[config.mk]
export PLATFORM = sky130hd
export DESIGN_NAME = pq_batch_sorter_flat
export DESIGN_NICKNAME = d
export VERILOG_FILES = /design/src/rtl/pq_pkg.sv /design/src/rtl/pq_if.sv /design/src/rtl/pq_batch_sorter.sv /design/src/flat_wrapper.sv
export SDC_FILE = /design/constraint.sdc
export NUM_CORES = 1
export LEC_CHECK = 0
export CAP_MARGIN = 20
export CELL_PAD_IN_SITES_DETAIL_PLACEMENT = 0
export CELL_PAD_IN_SITES_GLOBAL_PLACEMENT = 1
export CORE_MARGIN = 1.5
export CORE_UTILIZATION = 23
export CTS_BUF_LIST = sky130_fd_sc_hd__clkbuf_16
export DETAILED_ROUTE_END_ITERATION = 7
export PLACE_DENSITY_LB_ADDON = 0.1
export SLEW_MARGIN = 20
export SYNTH_ARGS = -nofsm -noshare
export SYNTH_HDL_FRONTEND = slang
export SYNTH_SLANG_ARGS = --single-unit
[constraint.sdc]
create_clock -name clk -period 1.95 [get_ports clk]
set_input_delay 0.195 -clock clk [delete_from_list [all_inputs] [get_ports clk]]
set_output_delay 0.195 -clock clk [all_outputs]
set_load 0.01 [all_outputs]
[src/rtl/pq_pkg.sv]
// pq_pkg - shared types for the hardware priority queue and its clients.
//   kv_t : packed {key, val}; the queue orders items by key only.
package pq_pkg;

   localparam int KEY_W = 16;
   localparam int VAL_W = 16;

   typedef struct packed {
      logic [KEY_W-1:0] key;
      logic [VAL_W-1:0] val;
   } kv_t;

endpackage

[src/rtl/pq_if.sv]
// pq_if - connection bundle between a priority queue and one client.
//   ivalid/irdy/idata : insert stream (client -> queue), completes on ivalid&irdy
//   busy              : queue is still reorganising after an insert/remove
//   full              : queue cannot take another item
//   ovalid/ordy/odata : head of the queue, removed on ovalid&ordy
interface pq_if;

   logic          ivalid;
   logic          irdy;
   pq_pkg::kv_t   idata;
   logic          busy;
   logic          full;
   logic          ovalid;
   logic          ordy;
   pq_pkg::kv_t   odata;

   modport client (
      output ivalid, idata, ordy,
      input  irdy, busy, full, ovalid, odata
   );

   modport server (
      input  ivalid, idata, ordy,
      output irdy, busy, full, ovalid, odata
   );

endinterface

[src/rtl/pq_batch_sorter.sv]
// pq_batch_sorter - batch front end for the hardware priority queue.
//   Collects one batch from the input stream into the queue, waits for the
//   queue to settle, then drains the same number of items back out in priority
//   order with m_last on the final one. Output ordering and queue underflow are
//   monitored and reported through sticky flags.
// Ports:
//   clk, rst                 clock, synchronous active-high reset
//   s_valid/s_ready/s_data   input item stream, s_last closes the batch
//   m_valid/m_ready/m_data   output item stream, m_last marks the final item
//   pq                       client side of the priority queue
//   batch_cnt                items inserted in the current or last batch
//   trunc                    sticky: batch force-closed at MAX_BATCH
//   order_err                sticky: output key broke the MIN_FIRST ordering
//   underflow_err            sticky: queue ran dry while items were still owed
module pq_batch_sorter
   import pq_pkg::*;
#(
   parameter int MAX_BATCH = 16,
   parameter bit MIN_FIRST = 1'b1,
   parameter int CNT_W     = $clog2(MAX_BATCH + 1)
) (
   input  logic             clk,
   input  logic             rst,
   input  logic             s_valid,
   output logic             s_ready,
   input  kv_t              s_data,
   input  logic             s_last,
   output logic             m_valid,
   input  logic             m_ready,
   output kv_t              m_data,
   output logic             m_last,
   pq_if.client             pq,
   output logic [CNT_W-1:0] batch_cnt,
   output logic             trunc,
   output logic             order_err,
   output logic             underflow_err
);

   typedef enum logic [1:0] {IDLE, FILL, SETTLE, DRAIN} state_t;

   localparam logic [CNT_W-1:0] MAX_CNT = CNT_W'(MAX_BATCH);
   localparam logic [CNT_W-1:0] ONE     = CNT_W'(1);

   state_t           state;
   state_t           state_nxt;
   logic [CNT_W-1:0] remaining;
   logic [KEY_W-1:0] last_key;
   logic             in_xfer;
   logic             out_xfer;
   logic             starved;
   logic             at_max;

   // True when key breaks the configured ordering relative to the previous key.
   // Equal keys are always acceptable.
   function automatic logic out_of_order(input logic [KEY_W-1:0] key,
                                         input logic [KEY_W-1:0] prev);
      if (MIN_FIRST)
         return key < prev;
      else
         return key > prev;
   endfunction

   assign at_max = (batch_cnt + ONE) == MAX_CNT;

   always_comb begin
      state_nxt = state;
      s_ready   = 1'b0;
      pq.ivalid = 1'b0;
      pq.idata  = s_data;
      pq.ordy   = 1'b0;
      m_valid   = 1'b0;
      m_data    = pq.odata;
      m_last    = 1'b0;
      in_xfer   = 1'b0;
      out_xfer  = 1'b0;
      starved   = 1'b0;
      case (state)
         IDLE: begin
            if (s_valid)
               state_nxt = FILL;
         end
         FILL: begin
            s_ready   = pq.irdy & ~pq.full & (batch_cnt < MAX_CNT);
            in_xfer   = s_valid & pq.irdy & ~pq.full & (batch_cnt < MAX_CNT);
            pq.ivalid = in_xfer;
            // A full batch closes even without s_last; the rest of the
            // producer's items start a fresh batch.
            if (in_xfer && (s_last || at_max))
               state_nxt = SETTLE;
         end
         SETTLE: begin
            if (!pq.busy)
               state_nxt = DRAIN;
         end
         DRAIN: begin
            m_valid  = pq.ovalid & (remaining != '0);
            out_xfer = pq.ovalid & (remaining != '0) & m_ready;
            pq.ordy  = out_xfer;
            m_last   = pq.ovalid & (remaining == ONE);
            // An idle queue with no head means items were lost.
            starved  = ~pq.ovalid & ~pq.busy & (remaining != '0);
            if ((out_xfer && remaining == ONE) || starved)
               state_nxt = IDLE;
         end
         default: state_nxt = IDLE;
      endcase
   end

   always_ff @(posedge clk) begin
      if (rst) begin
         state         <= IDLE;
         batch_cnt     <= '0;
         remaining     <= '0;
         trunc         <= 1'b0;
         order_err     <= 1'b0;
         underflow_err <= 1'b0;
         last_key      <= '0;
      end else begin
         state <= state_nxt;
         case (state)
            IDLE: begin
               if (s_valid)
                  batch_cnt <= '0;
            end
            FILL: begin
               if (in_xfer) begin
                  batch_cnt <= batch_cnt + ONE;
                  if (at_max && !s_last)
                     trunc <= 1'b1;
               end
            end
            SETTLE: begin
               remaining <= batch_cnt;
            end
            DRAIN: begin
               if (out_xfer) begin
                  remaining <= remaining - ONE;
                  last_key  <= m_data.key;
                  // remaining still equals batch_cnt only on the first item,
                  // which has no predecessor to compare against.
                  if (remaining != batch_cnt && out_of_order(m_data.key, last_key))
                     order_err <= 1'b1;
               end else if (starved) begin
                  underflow_err <= 1'b1;
               end
            end
            default: ;
         endcase
      end
   end

endmodule

[src/flat_wrapper.sv]
// flat-port wrapper written by rule: the top's interface ports become plain ports
module pq_batch_sorter_flat import pq_pkg::*;
#(
   parameter int MAX_BATCH = 16,
   parameter bit MIN_FIRST = 1'b1,
   parameter int CNT_W     = $clog2(MAX_BATCH + 1)
)
  (clk, rst, s_valid, s_ready, s_data, s_last, m_valid, m_ready, m_data, m_last, batch_cnt, trunc, order_err, underflow_err, pq_ivalid, pq_idata, pq_ordy, pq_irdy, pq_busy, pq_full, pq_ovalid, pq_odata);
  pq_if pq_i ();
  input  logic clk;
  input  logic rst;
  input  logic s_valid;
  output logic s_ready;
  input  kv_t s_data;
  input  logic s_last;
  output logic m_valid;
  input  logic m_ready;
  output kv_t m_data;
  output logic m_last;
  output logic [CNT_W-1:0] batch_cnt;
  output logic trunc;
  output logic order_err;
  output logic underflow_err;
  output wire logic [$bits(pq_i.ivalid)-1:0] pq_ivalid;
  output wire logic [$bits(pq_i.idata)-1:0] pq_idata;
  output wire logic [$bits(pq_i.ordy)-1:0] pq_ordy;
  input wire logic [$bits(pq_i.irdy)-1:0] pq_irdy;
  input wire logic [$bits(pq_i.busy)-1:0] pq_busy;
  input wire logic [$bits(pq_i.full)-1:0] pq_full;
  input wire logic [$bits(pq_i.ovalid)-1:0] pq_ovalid;
  input wire logic [$bits(pq_i.odata)-1:0] pq_odata;
  assign pq_ivalid = pq_i.ivalid;
  assign pq_idata = pq_i.idata;
  assign pq_ordy = pq_i.ordy;
  assign pq_i.irdy = pq_irdy;
  assign pq_i.busy = pq_busy;
  assign pq_i.full = pq_full;
  assign pq_i.ovalid = pq_ovalid;
  assign pq_i.odata = pq_odata;
  pq_batch_sorter #(.MAX_BATCH(MAX_BATCH), .MIN_FIRST(MIN_FIRST), .CNT_W(CNT_W)) u_core (.clk(clk), .rst(rst), .s_valid(s_valid), .s_ready(s_ready), .s_data(s_data), .s_last(s_last), .m_valid(m_valid), .m_ready(m_ready), .m_data(m_data), .m_last(m_last), .pq(pq_i), .batch_cnt(batch_cnt), .trunc(trunc), .order_err(order_err), .underflow_err(underflow_err));
endmodule
==> results of run 1 <==
## worst max-delay path: stages (launching register included)
cell     delay, ps
dfxtp_2        330
buf_4          100
ha_1           120
or4b_4         470
nor2_2         100
o31ai_1         90
or4b_1         480
o31ai_1         80
## cell type report
class / instances / area (sq um) / share of cell area (%)
well taps: 136 / 170 / 5.63
multi-input cells: 180 / 1200 / 39.8
inverters: 22 / 82.6 / 2.73
clock buffers: 5 / 125 / 4.14
repair buffers: 86 / 778 / 25.8
flip-flops and latches: 31 / 623 / 20.6
clock inverters: 3 / 38.8 / 1.28
## worst paths after layout
path,slack [ps],cells past startpoint,start,to
min reg2reg,450,2,u_core.last_key[15]$_SDFFE_PP0P_,u_core.last_key[15]$_SDFFE_PP0P_
max reg2reg,90,7,u_core.remaining[0]$_SDFFE_PP0P_,u_core.state[1]$_SDFFE_PP0P_
max,90,7,u_core.remaining[0]$_SDFFE_PP0P_,u_core.state[1]$_SDFFE_PP0P_
min,390,0,pq_odata[10],m_data[10]
## flip-flops by register name, indices dropped and copies added, names as in the netlist
name	cells
u_core.remaining	5
u_core.underflow_err	1
u_core.last_key	16
u_core.trunc	1
u_core.order_err	1
u_core.batch_cnt	5
u_core.state	2
## metrics by stage
step / power (W) / hold WS [ps] / setup WS [ps]
after floorplan: 0.00108 / 331 / 67.8
after global placement: 0.00121 / 390 / -104
after detailed placement: 0.00120 / 390 / -105
after CTS: 0.00211 / 390 / 5.56
after global routing: 0.00220 / 390 / 0.510
final: 0.00208 / 390 / 88.2
## layer usage
metal / vias to the layer above / share of wire (%) / track usage [%]
li1: 1015 / - / -
met1: 904 / 51 / 15.8
met3: 8 / 5.1 / 3.53
met5: - / 0 / 0
met4: 0 / 0.90 / 2.84
met2: 55 / 43 / 17.4
## cell families (layout without fill, tap and decap cells)
kind of cell             count (synthesis)  count (layout)  share of synthesized area [%]
AO/OA/AOI/OAI                           61              61                           16.7
XOR/XNOR                                 5               5                           1.82
adder cells (fa/ha/maj)                 23              23                           12.0
buffers and inverters                   97             116                           25.6
flip-flops                              31              31                           25.8
AND/OR/NAND/NOR                         91              91                           18.1
## Yosys cell counts, types with 2 or more instances
cell type  count
buf_4         64
nand2_1       41
dfxtp_1       31
a21oi_1       26
ha_1          23
inv_1         20
nor2_1        20
clkbuf_1       6
o21ai_0        6
nand3_1        5
nand2b_1       4
o21a_1         4
a31oi_1        3
buf_2          3
nor2b_1        3
o31ai_1        3
or4_1          3
xnor2_1        3
a211oi_1       2
a311oi_1       2
a32oi_1        2
and2_1         2
clkinv_1       2
nand4_1        2
nor3b_1        2
o211ai_1       2
or4b_1         2
xor2_1         2
## where the power goes
group | leakage, nW | internal [W] | switching, W | total, W
logic | 0.797 | 0.000262 | 0.000252 | 0.000514
registers | 0.251 | 0.000654 | 0.0000192 | 0.000673
clock network | 0.0812 | 0.000596 | 0.000294 | 0.000890
## repair_timing
item,in CTS,in global routing
endpoints found under the hold margin,0,0
resized for setup,6,12
setup buffers,0,0
pin swaps,1,4
cloned,0,0
endpoints found under the setup margin,4,9
==> metrics.log, run 1 <==
[metrics] Tot GR Track Use: 11.5%
[metrics] total routed wirelength: 6110 um
[metrics] vias in the first global route: 1990
[metrics] number of enable flip-flop cells after synthesis: 0
[metrics] ratio of final minimum period to clock period: 95.5%
[metrics] total vias in the final route: 1982
[metrics] post-synthesis register bit count: 31
[metrics] CTS H-tree depth: 2
[metrics] DIE HEIGHT: 105 um
[metrics] number of library cell types mapped by synthesis: 48
[metrics] highest ir drop seen on vdd: 0.000269 V
[metrics] predominant post-synthesis flop cell: dfxtp_1
[metrics] final setup fails: 0
[metrics] Placeable Area: 0.0102 sq mm
[metrics] relative max-transition margin: 75.4%
[metrics] initial core utilization: 23.5%
[metrics] clock tree buffer depth: 2
[metrics] Post-Syn Instances: 308
[metrics] # rows: 37
[metrics] pin slew with the least headroom to its limit: 365 ps
[metrics] placed cell count: 455
[metrics] Pleak: 1.13 nW
[metrics] Final Cell Area: 0.00302 sq mm
[metrics] count of hold buffers inserted by post-cts repair: 0
[metrics] most area-hungry cell type in the Yosys netlist: dfxtp_1
[metrics] Die Width: 105 um
[metrics] Total Nets Final: 422
[metrics] min Tclk post-route: 1860 ps
[metrics] element type at the critical path start: register
[metrics] DRC violation total after the first TritonRoute iteration: 56
[metrics] endpoint arrival time on the critical path: 2050 ps
[metrics] final weighted congestion in routability-driven placement: 0.758
[metrics] aggregate negative setup slack: 0 ps
[metrics] post-CTS clock slew at the launch and capture registers of the worst setup and hold paths: 50 ps
[metrics] area share of the leading cell type in the synthesized netlist: 25.8%
[metrics] Final Non-Filler Cells: 463
[metrics] Top-Level Pins: 150
[metrics] clock tree from TritonCTS: done
[metrics] worst skew pair latency: 270 ps
[metrics] syn_area_per_cell: 7.81 sq um
[metrics] maximum clock rate: 537 MHz
[metrics] number of hold-slack violations in the final timing report: 0
[metrics] global-route wire length before repair: 10100 um
[metrics] count of antenna diodes in the layout: 0
[metrics] Hold Crit Class: in -> out
[metrics] required time reported for the critical path endpoint: 2140 ps
[metrics] fraction of final layout cells sized beyond drive strength 1: 16.5%
[metrics] sum of net half-perimeters after detailed placement: 4710 um
[metrics] Setup crit end kind: register
[metrics] clock buffer count from CTS: 5
[metrics] floorplan die area: 0.0111 sq mm
[metrics] detail-routed via count per cell: 4.28
[metrics] final number of max-transition violations: 0
[metrics] CTS sink cnt: 31
[metrics] filler cell count: 1098
[metrics] Post-Synthesis Cell Area: 0.00241 sq mm
[metrics] First-pass DRT Iterations: 4
[metrics] per-cell routed wire length: 13.2 um
[metrics] setup repair after global routing missed its margin: false
[metrics] run status: finished clean
[metrics] Synth async-reset ratio: 0%
[metrics] pin count of the biggest net entering global routing: 21
[metrics] worst-case clock skew: 2.75 ps
[metrics] WS Path Type: reg -> reg
[metrics] dominant cells by area after synthesis: dfxtp_1 (26%), buf_4 (20%), ha_1 (12%), nand2_1 (6.4%), a21oi_1 (5.4%)
[metrics] utilization after layout: 29.5%
[metrics] number of DRC violations after detailed routing: 0
[metrics] Maximum Capacitance Violations: 0
[metrics] most common cell after layout, fill and taps aside: clkdlybuf4s50_1
[metrics] count of buffers from port buffering: 53
[metrics] clock root buffer master: clkbuf_16
[metrics] Warnings, synthesis: 0
[metrics] portion of the post-synthesis area used by sequential elements: 25.8%
[metrics] Post-Syn Nets: 404
[metrics] areal power density over the cells: 688 mW/mm^2
[metrics] CP Max Fanout: 3
[metrics] ANT nets after route: 0
[metrics] overflow left after global routing: 0
[metrics] antenna violations before repair: 0
[metrics] Area growth syn-to-layout: 25.6%
[metrics] Placement Cell Area: 0.00282 sq mm
[metrics] top library cells by usage in the layout, fill and taps aside: clkdlybuf4s50_1 (49), nand2_1 (41), buf_4 (32)
No activity file was read; power rests on OpenSTA's default activity.
==> run 2: changes to the inputs <==
--- a/config.mk
+++ b/config.mk
@@ -9,10 +9,11 @@
 export CELL_PAD_IN_SITES_DETAIL_PLACEMENT = 0
 export CELL_PAD_IN_SITES_GLOBAL_PLACEMENT = 1
 export CORE_MARGIN = 1.5
-export CORE_UTILIZATION = 23
+export CORE_UTILIZATION = 25
 export CTS_BUF_LIST = sky130_fd_sc_hd__clkbuf_16
 export DETAILED_ROUTE_END_ITERATION = 7
 export PLACE_DENSITY_LB_ADDON = 0.1
+export SKIP_LAST_GASP = 1
 export SLEW_MARGIN = 20
 export SYNTH_ARGS = -nofsm -noshare
 export SYNTH_HDL_FRONTEND = slang
==> constraint.sdc (replaced) <==
create_clock -name clk -period 2.03 [get_ports clk]
set_input_delay 0.203 -clock clk [delete_from_list [all_inputs] [get_ports clk]]
set_output_delay 0.203 -clock clk [all_outputs]
set_load 0.01 [all_outputs]
==> run 2 against run 1 <==
Against the previous run: register-to-register slack hardly changed; sequential share of layout area is 0.51 points higher; critical path type is now reg -> out; first-iteration DRC count is 3.6% higher; worst hold slack better by 16 ps; critical path depth stayed put.
==> metrics.log, run 2 (same netlist as run 1, synthesis figures left out) <==
[metrics] worst-case register-to-register setup slack: 100 ps (about the same)
[metrics] endpoint arrival time on the critical path: 1750 ps (-300 ps)
[metrics] fraction of final layout cells sized beyond drive strength 1: 15.0% (-1.6 points)
[metrics] antenna violations before repair: 0 (unchanged)
[metrics] WS Path Type: reg -> out
[metrics] maximum clock rate: 511 MHz
[metrics] met1 GRT Util: 15.8% (+0.021 points)
[metrics] CTS H-tree depth: 2 (unchanged)
[metrics] Placeable Area: 0.00928 sq mm (-9.3%)
[metrics] run status: finished clean
[metrics] worst-case clock skew: 3.53 ps (+0.777 ps)
[metrics] per-cell routed wire length: 13.3 um (+0.41%)
[metrics] Total Nets Final: 417 (-1.2%)
[metrics] total vias in the final route: 1962 (-1.0%)
[metrics] DRC violation total after the first TritonRoute iteration: 58 (+3.6%)
[metrics] sum of net half-perimeters after detailed placement: 4490 um (-4.7%)
[metrics] Top-Level Pins: 150 (unchanged)
[metrics] pin slew with the least headroom to its limit: 366 ps (+0.562 ps)
[metrics] relative max-transition margin: 75.6% (+0.21 points)
[metrics] worst hold slack after final layout: 406 ps (+16.0 ps)
[metrics] post-CTS clock slew at the launch and capture registers of the worst setup and hold paths: 50 ps (about the same)
[metrics] net switching component of the power: 0.000538 W (-4.9%)
[metrics] global-route wire length before repair: 9580 um (-5.5%)
[metrics] worst skew pair latency: 270 ps (about the same)
[metrics] overflow left after global routing: 0 (unchanged)
[metrics] clock share of power: 38.0% (-4.8 points)
[metrics] aggregate negative setup slack: 0 ps (unchanged)
[metrics] clock tree from TritonCTS: done
[metrics] internal power contribution: 0.00132 W (-13%)
[metrics] Pleak: 1.11 nW (-1.7%)
[metrics] CP Max Fanout: 3 (unchanged)
[metrics] ratio of final minimum period to clock period: 96.3%
[metrics] # rows: 35 (-5.4%)
[metrics] GR met2 Demand/Resource: 20.0% (+2.6 points)
[metrics] top library cells by usage in the layout, fill and taps aside: clkdlybuf4s50_1 (49), nand2_1 (41), dfxtp_1 (29)
[metrics] largest register by flop count: u_core.last_key
[metrics] clock root buffer master: clkbuf_16
[metrics] initial core utilization: 25.9% (+2.4 points)
[metrics] required time reported for the critical path endpoint: 1830 ps (-310 ps)
[metrics] Largest register FFs: 16 (unchanged)
[metrics] First-pass DRT Iterations: 4 (unchanged)
[metrics] minimum setup slack after placement: -116 ps (-10.8 ps)
[metrics] floorplan die area: 0.0102 sq mm (-7.8%)
[metrics] setup repair after global routing missed its margin: true
[metrics] Setup crit end kind: primary output
[metrics] GR peak layer: met2
[metrics] pin count of the biggest net entering global routing: 22 (+4.8%)
[metrics] Hold Crit Class: in -> out
[metrics] number of hold-slack violations in the final timing report: 0 (unchanged)
[metrics] largest registers in the final layout: u_core.last_key (16), u_core.batch_cnt (5), u_core.remaining (5)
[metrics] filler cell count: 1044 (-4.9%)
[metrics] min Tclk post-route: 1960 ps
[metrics] total routed wirelength: 5970 um (-2.4%)
[metrics] vias in the first global route: 1928 (-3.1%)
[metrics] Maximum Capacitance Violations: 0 (unchanged)
[metrics] most common cell after layout, fill and taps aside: clkdlybuf4s50_1
[metrics] CTS sink cnt: 31 (unchanged)
[metrics] clock buffer count from CTS: 5 (unchanged)
[metrics] clock tree buffer depth: 2 (unchanged)
[metrics] final weighted congestion in routability-driven placement: 0.742 (-2.2%)
[metrics] total power consumption of the routed design: 0.00186 W (-11%)
[metrics] fin worst setup slack: 74.9 ps (-13.4 ps)
[metrics] Area growth syn-to-layout: 22.6%
[metrics] ANT nets after route: 0 (unchanged)
[metrics] highest ir drop seen on vdd: 0.000312 V (+16%)
[metrics] detail-routed via count per cell: 4.36 (+1.9%)
[metrics] count of antenna diodes in the layout: 0 (unchanged)
[metrics] Comb pwr share: 27.2% (+2.4 points)
[metrics] Global Route met3 Usage: 3.26% (-0.27 points)
[metrics] areal power density over the cells: 630 mW/mm^2 (-8.3%)
[metrics] number of DRC violations after detailed routing: 0 (unchanged)
[metrics] final setup fails: 0 (unchanged)
[metrics] DIE HEIGHT: 101 um (-4.0%)
[metrics] final number of max-transition violations: 0 (unchanged)
[metrics] count of hold buffers inserted by post-cts repair: 0 (unchanged)
[metrics] switching part of the total: 28.9% (+1.7 points)
[metrics] Tot GR Track Use: 12.2% (+0.74 points)
[metrics] element type at the critical path start: register
[metrics] share of total power in sequential cells: 34.8% (+2.4 points)
[metrics] Die Width: 101 um (-4.0%)
[metrics] count of buffers from port buffering: 53 (unchanged)
[run 2: timing repair]
item / CTS / global route
resized for setup: 4 / 14
endpoints found under the setup margin: 6 / 5
setup buffers: 0 / 2
pin swaps: 1 / 4
[run 2: stage by stage]
stage                     util [%]  instances  instance area (sq um)
after floorplan                  -        308                   2410
after global placement        29.8        442                   2770
after detailed placement      29.8        442                   2770
after CTS                     31.3        449                   2910
after global routing          31.8        450                   2950
final                         31.8        450                   2950
[run 2: metal layers]
metal	up-vias	routed length, um
met2	58	2710
li1	1008	-
met3	6	339
met4	0	24
met1	890	2900
met5	-	0
[run 2: power groups by stage]
stage / Clock (W) / Combinational, W / Sequential [W]
after global placement: 0 / 0.000481 / 0.000661
after global routing: 0.000770 / 0.000570 / 0.000651
after CTS: 0.000732 / 0.000477 / 0.000647
after floorplan: 0 / 0.000386 / 0.000655
final: 0.000707 / 0.000505 / 0.000647
after detailed placement: 0 / 0.000473 / 0.000659
[run 2: final cells by class]
cell class,count,area [sq um],area share [%]
Multi-Input combinational cell,180,1200,40.6
Timing Repair Buffer,81,751,25.5
Sequential cell,31,623,21.1
Tap cell,129,161,5.47
Clock buffer,5,125,4.24
Inverter,22,82.6,2.80
Clock inverter,2,8.76,0.297
[run 2: critical path: stages (launching register included)]
cell	delay, ps
dfxtp_2	320
inv_2	60
ha_2	160
nor4b_2	280
nor2_1	120
buf_4	150
buf_4	120
dlygate4sd2_1	270
[run 2: worst paths after layout]
check / from / endpoint / depth (start not counted)
worst max-delay path: u_core.remaining[0]$_SDFFE_PP0P_ / m_valid / 7
worst max register to register: u_core.state[0]$_SDFFE_PP0P_ / u_core.state[1]$_SDFFE_PP0P_ / 6
worst min register to register: u_core.last_key[10]$_SDFFE_PP0P_ / u_core.last_key[10]$_SDFFE_PP0P_ / 2
worst min-delay path: pq_odata[10] / m_data[10] / 0
